File: config.mk
export PLATFORM = sky130hd
export DESIGN_NAME = param_key_repeater
export DESIGN_NICKNAME = d
export VERILOG_FILES = /design/src/rtl/param_key_repeater.sv
export SDC_FILE = /design/constraint.sdc
export NUM_CORES = 1
export LEC_CHECK = 0
export CORE_ASPECT_RATIO = 1.1
export CORE_UTILIZATION = 50
export DETAILED_ROUTE_END_ITERATION = 12
export PLACE_DENSITY = 0.62
export SLEW_MARGIN = 40
export SYNTH_ARGS = -nofsm -noshare
export SYNTH_HDL_FRONTEND = slang
export SYNTH_SLANG_ARGS = --single-unit
File: constraint.sdc
create_clock -name clk -period 3.3 [get_ports clk]
set_input_delay 0.33 -clock clk [delete_from_list [all_inputs] [get_ports clk]]
set_output_delay 0.33 -clock clk [all_outputs]
set_load 0.03 [all_outputs]
File: src/rtl/param_key_repeater.sv
// Parameter key front end: two raw active-low pushbuttons are turned into
// debounced, mutually exclusive single-cycle inc/dec strobes with
// hold-to-repeat (first repeat after REPEAT_START_CNT, then every
// REPEAT_RATE_CNT cycles).
module param_key_repeater #(
  parameter int unsigned DEBOUNCE_CNT     = 1_000_000,
  parameter int unsigned REPEAT_START_CNT = 15_000_000,
  parameter int unsigned REPEAT_RATE_CNT  = 2_000_000
) (
  input  logic clk,
  input  logic rst_n,
  input  logic en,
  input  logic key_inc_n,
  input  logic key_dec_n,
  output logic inc_stb,
  output logic dec_stb,
  output logic busy
);

  // Counter widths; clamped to one bit so a parameter of 1 still elaborates.
  localparam int unsigned DbW    = (DEBOUNCE_CNT > 1) ? $clog2(DEBOUNCE_CNT) : 1;
  localparam int unsigned RepMax = (REPEAT_START_CNT > REPEAT_RATE_CNT) ?
                                   REPEAT_START_CNT : REPEAT_RATE_CNT;
  localparam int unsigned RepW   = (RepMax > 1) ? $clog2(RepMax) : 1;

  localparam logic [DbW-1:0]  DbLast    = DbW'(DEBOUNCE_CNT - 1);
  localparam logic [RepW-1:0] StartLast = RepW'(REPEAT_START_CNT - 1);
  localparam logic [RepW-1:0] RateLast  = RepW'(REPEAT_RATE_CNT - 1);

  localparam logic [1:0] StIdle   = 2'd0;
  localparam logic [1:0] StDelay  = 2'd1;
  localparam logic [1:0] StRepeat = 2'd2;
  localparam logic [1:0] StLock   = 2'd3;

  // Bit 0 = inc key, bit 1 = dec key (matches dir encoding).
  logic [1:0] key_raw;
  logic [1:0] deb_n;

  assign key_raw = {key_dec_n, key_inc_n};

  for (genvar k = 0; k < 2; k++) begin : g_key
    logic [1:0]     sync_q;
    logic [DbW-1:0] cnt_q;
    logic           deb_q;

    // Two-flop synchronizer followed by a run-length debouncer.
    always_ff @(posedge clk or negedge rst_n) begin
      if (!rst_n) begin
        sync_q <= 2'b11;
        cnt_q  <= '0;
        deb_q  <= 1'b1;
      end else begin
        sync_q <= {sync_q[0], key_raw[k]};
        if (sync_q[1] == deb_q) begin
          cnt_q <= '0;
        end else if (cnt_q == DbLast) begin
          deb_q <= sync_q[1];
          cnt_q <= '0;
        end else begin
          cnt_q <= cnt_q + 1'b1;
        end
      end
    end

    assign deb_n[k] = deb_q;
  end

  logic [1:0]      state_q, state_d;
  logic            dir_q, dir_d;
  logic [RepW-1:0] rep_cnt_q, rep_cnt_d;
  logic            inc_stb_q, inc_stb_d;
  logic            dec_stb_q, dec_stb_d;
  logic            busy_q, busy_d;

  logic inc_p, dec_p, held_p, other_p;
  logic [RepW-1:0] rep_last;

  assign inc_p    = ~deb_n[0];
  assign dec_p    = ~deb_n[1];
  assign held_p   = dir_q ? dec_p : inc_p;
  assign other_p  = dir_q ? inc_p : dec_p;
  assign rep_last = (state_q == StDelay) ? StartLast : RateLast;

  // Next-state, repeat timer and strobe decode.
  always_comb begin
    state_d   = state_q;
    dir_d     = dir_q;
    rep_cnt_d = rep_cnt_q;
    inc_stb_d = 1'b0;
    dec_stb_d = 1'b0;
    if (!en) begin
      // Held keys must be released before they can strobe again.
      state_d = StLock;
    end else begin
      case (state_q)
        StIdle: begin
          if (inc_p && dec_p) begin
            state_d = StLock;
          end else if (inc_p || dec_p) begin
            inc_stb_d = inc_p;
            dec_stb_d = dec_p;
            dir_d     = dec_p;
            rep_cnt_d = '0;
            state_d   = StDelay;
          end
        end
        StDelay, StRepeat: begin
          // Release wins over a coincident timer expiry.
          if (!held_p) begin
            state_d = StIdle;
          end else if (other_p) begin
            state_d = StLock;
          end else if (rep_cnt_q == rep_last) begin
            inc_stb_d = ~dir_q;
            dec_stb_d = dir_q;
            rep_cnt_d = '0;
            state_d   = StRepeat;
          end else begin
            rep_cnt_d = rep_cnt_q + 1'b1;
          end
        end
        default: begin
          if (!inc_p && !dec_p) state_d = StIdle;
        end
      endcase
    end
    busy_d = (state_d != StIdle);
  end

  // FSM and registered outputs.
  always_ff @(posedge clk or negedge rst_n) begin
    if (!rst_n) begin
      state_q   <= StIdle;
      dir_q     <= 1'b0;
      rep_cnt_q <= '0;
      inc_stb_q <= 1'b0;
      dec_stb_q <= 1'b0;
      busy_q    <= 1'b0;
    end else begin
      state_q   <= state_d;
      dir_q     <= dir_d;
      rep_cnt_q <= rep_cnt_d;
      inc_stb_q <= inc_stb_d;
      dec_stb_q <= dec_stb_d;
      busy_q    <= busy_d;
    end
  end

  assign inc_stb = inc_stb_q;
  assign dec_stb = dec_stb_q;
  assign busy    = busy_q;

endmodule

==> flow_summary.toml <==
[worst_hold_path]
min_path_type = "input pin to asynchronous set/reset pin"

[clock_tree]
clk_pin_slew_ns = 0.08
clk_path_buf_depth = 2
cts_root_buffer = "clkbuf_8"
clkLatencyLatePin_ns = 0.35
cts_setup_buffers = 0
hold_buffers = 0
cts_buffers = 9
htree_levels = 3
post_cts_resized = 0
cts_sinks = 76
cts_tree = "done"

[setup_path]
slowest_delay_ns = 0.46
critPathCaptureType = "flip-flop"
cp_slowest_cell = "ha_1"
critical_path_class = "flip-flop to flip-flop"
worstPathMaxFanout = 15
required_ns = 3.51
arrival_ns = 2.68
start_kind = "flip-flop"
path_cells = "inv_1 -> ha_1 -> nand2b_1 -> o211ai_2 -> nand2_1 -> a21oi_4 -> nor3_1"
reg2reg_slack_ns = 0.83

[logic_synthesis]
ys_seq_area_frac = 0.4729
syn_inst = 428
synth-edff-count = 0
ys_warn_count = 0
synth.distinct_cells = 54
syn_area_sq_mm = 0.004038
async_flop_share = 1.000
ys_seq_elements = 76
synth_nets = 439
avgSynthCellArea_sq_um = 9.434
synth_flop_cell = "dfrtp_1"

[detailed_routing]
vias = 3054
drc = 0
viasPerCell = 5.593
ant_nets = 0
wire_per_inst_um = 14.02
routed_wirelength_um = 7655
drt_iter0_markers = 113
drtPass1Iterations = 4

[die]
initial_core_util = 0.5130
die_h_um = 96.25
ioPinCount = 8
core-area_sq_mm = 0.007870
rows = 34
die_w_um = 87.68
die_area_sq_mm = 0.008439

[global_routing]
grt_antenna_before_repair = 0
grt_pass1_wl_um = 13230
grt_max_degree = 77
grt_pass1_vias = 2949
globalRouteOverflowTotal = 0
grt_use_total = 0.2035

[sta]
slew_headroom = 0.4479
slew_viol_final = 0
hold_slack_ns = -0.01500
fmax_mhz = 404.9
post-route-period-util = 0.7485
setup_viol = 0
finalSetupTns_ns = 0
final-hold-violation-count = 8
fin_skew_ns = 0.01099
post-route-min-period_ns = 2.470
tightest_slew_ns = 0.8213
rsz0062_at_grt = "no"

[finish]
layout_common_cells = "dfrtp_1, nor2_1, nand3_1"
antenna_cells = 0
fin_nets = 444
layout_commonest_cell = "dfrtp_1"
drive_above_1_share = 0.08676
area_delta_synth_final_pct = 9.885
final_util = 0.5638

[power]
power_density_mw_per_mm2 = 415.4
p_leak_nw = 1.772
ir_drop_uv = 205.1

[placement]
dp_hpwl_um = 5301
io_buffer_count = 7
gp_congestion = 0.7796

[status]
violations = "hold timing"
status = "complete, but fails checks"

[run]
drv_cap = 0
flip-flops by register name (all words and copies together) (netlist names):
name and cells:
busy 1, dec_stb 1, dir_q 1, g_key.cnt_q 40
g_key.deb_q 2, g_key.sync_q 4, inc_stb 1, rep_cnt_q 24
state_q 2
cell type report:
| class | instances | area, sq um |
|---|---|---|
| clock buffers | 10 | 127.6 |
| fillers | 722 | 3433 |
| inverters | 14 | 52.55 |
| well taps | 108 | 135.1 |
| repair buffers | 9 | 86.33 |
| multi-input cells | 323 | 2013 |
| flip-flops and latches | 76 | 1909 |
| clock inverters | 6 | 112.6 |
through the flow:
step | cells | worst slack (ns) | cell area, sq um | total power, W | hold WS (ns)
final | 546 | 0.8300 | 4437 | 0.001843 | -0.01500
after global routing | 546 | 0.6126 | 4437 | 0.001913 | 0.05384
after CTS | 546 | 0.8416 | 4437 | 0.001873 | 0.01797
after detailed placement | 530 | 0.8496 | 4197 | 0.001017 | 0.3484
after global placement | 530 | 0.9127 | 4193 | 0.001016 | 0.3485
after floorplan | 428 | 1.178 | 4038 | 0.0009866 | 0.03441
power breakdown:
group / switching, W / internal (W) / total [W]
Sequential: 0.00000766 / 0.000941 / 0.000949
Combinational: 0.0000349 / 0.0000129 / 0.0000478
Clock: 0.000342 / 0.000504 / 0.000846
routing by layer:
metal	global-route usage	share of wire	vias up
li1	-	-	1500
met1	0.2442	0.46	1496
met2	0.3503	0.50	42
met3	0.03087	0.018	16
met4	0.1120	0.023	0
met5	0	0	-
synth_stat cells, types with 2 or more instances:
| cell type | number | area [sq um] |
|---|---|---|
| o21ai_0 | 11 | 55.05 |
| xor2_1 | 29 | 254.0 |
| and2_1 | 3 | 18.77 |
| or2_2 | 2 | 12.51 |
| nand3b_1 | 2 | 15.01 |
| nor2_1 | 67 | 251.5 |
| a211oi_1 | 2 | 15.01 |
| nor4b_1 | 4 | 35.03 |
| xnor2_1 | 22 | 192.7 |
| nor3_1 | 15 | 75.07 |
| dfstp_2 | 6 | 157.7 |
| o21ai_1 | 2 | 10.01 |
| dfrtp_1 | 70 | 1752 |
| clkbuf_1 | 12 | 45.04 |
| nor3b_1 | 2 | 15.01 |
| inv_1 | 14 | 52.55 |
| and3_1 | 7 | 43.79 |
| nand4b_1 | 4 | 35.03 |
| or4b_1 | 2 | 20.02 |
| nor4_2 | 4 | 50.05 |
| nand4_1 | 18 | 112.6 |
| mux2i_1 | 3 | 30.03 |
| nor2b_1 | 5 | 31.28 |
| buf_2 | 2 | 10.01 |
| nand2_1 | 32 | 120.1 |
| nand2b_1 | 4 | 25.02 |
| or3b_1 | 2 | 17.52 |
| o31ai_1 | 3 | 22.52 |
| a21oi_1 | 10 | 50.05 |
| or4_1 | 2 | 15.01 |
| nand3_1 | 36 | 180.2 |
| nor4_1 | 4 | 25.02 |
| ha_1 | 6 | 75.07 |
logic make-up after synthesis:
logic type,after synthesis,share of synthesized area
AOI/OAI and AO/OA,42,0.07655
xor gates and xnor gates,51,0.1106
adders and majority gates,6,0.01859
buffers and inverters,29,0.02851
DFF,76,0.4729
muxes,4,0.01023
and+or+nand+nor,220,0.2826
path summary, 6_finish.rpt:
kind	endpoint	cells past startpoint	startpoint
setup / recovery	rep_cnt_q[10]	7	state_q[1]
min in group clk	g_key[0].sync_q[1]	0	g_key[0].sync_q[0]
hold / removal	rep_cnt_q[19]	1	rst_n
hold reg to reg	g_key[0].sync_q[1]	0	g_key[0].sync_q[0]
max in group asynchronous	busy	1	rst_n
setup reg to reg	rep_cnt_q[10]	7	state_q[1]
critical path, delay by kind of cell, from the launching register on:
family / cells / cell delay (ns)
AO/OA/AOI/OAI: 2 / 0.73
AND/OR/NAND/NOR: 3 / 0.65
adder cells (fa/ha/maj): 1 / 0.46
flip-flops: 1 / 0.42
buffers and inverters: 1 / 0.08
No activity file was read; power rests on OpenSTA's default activity.
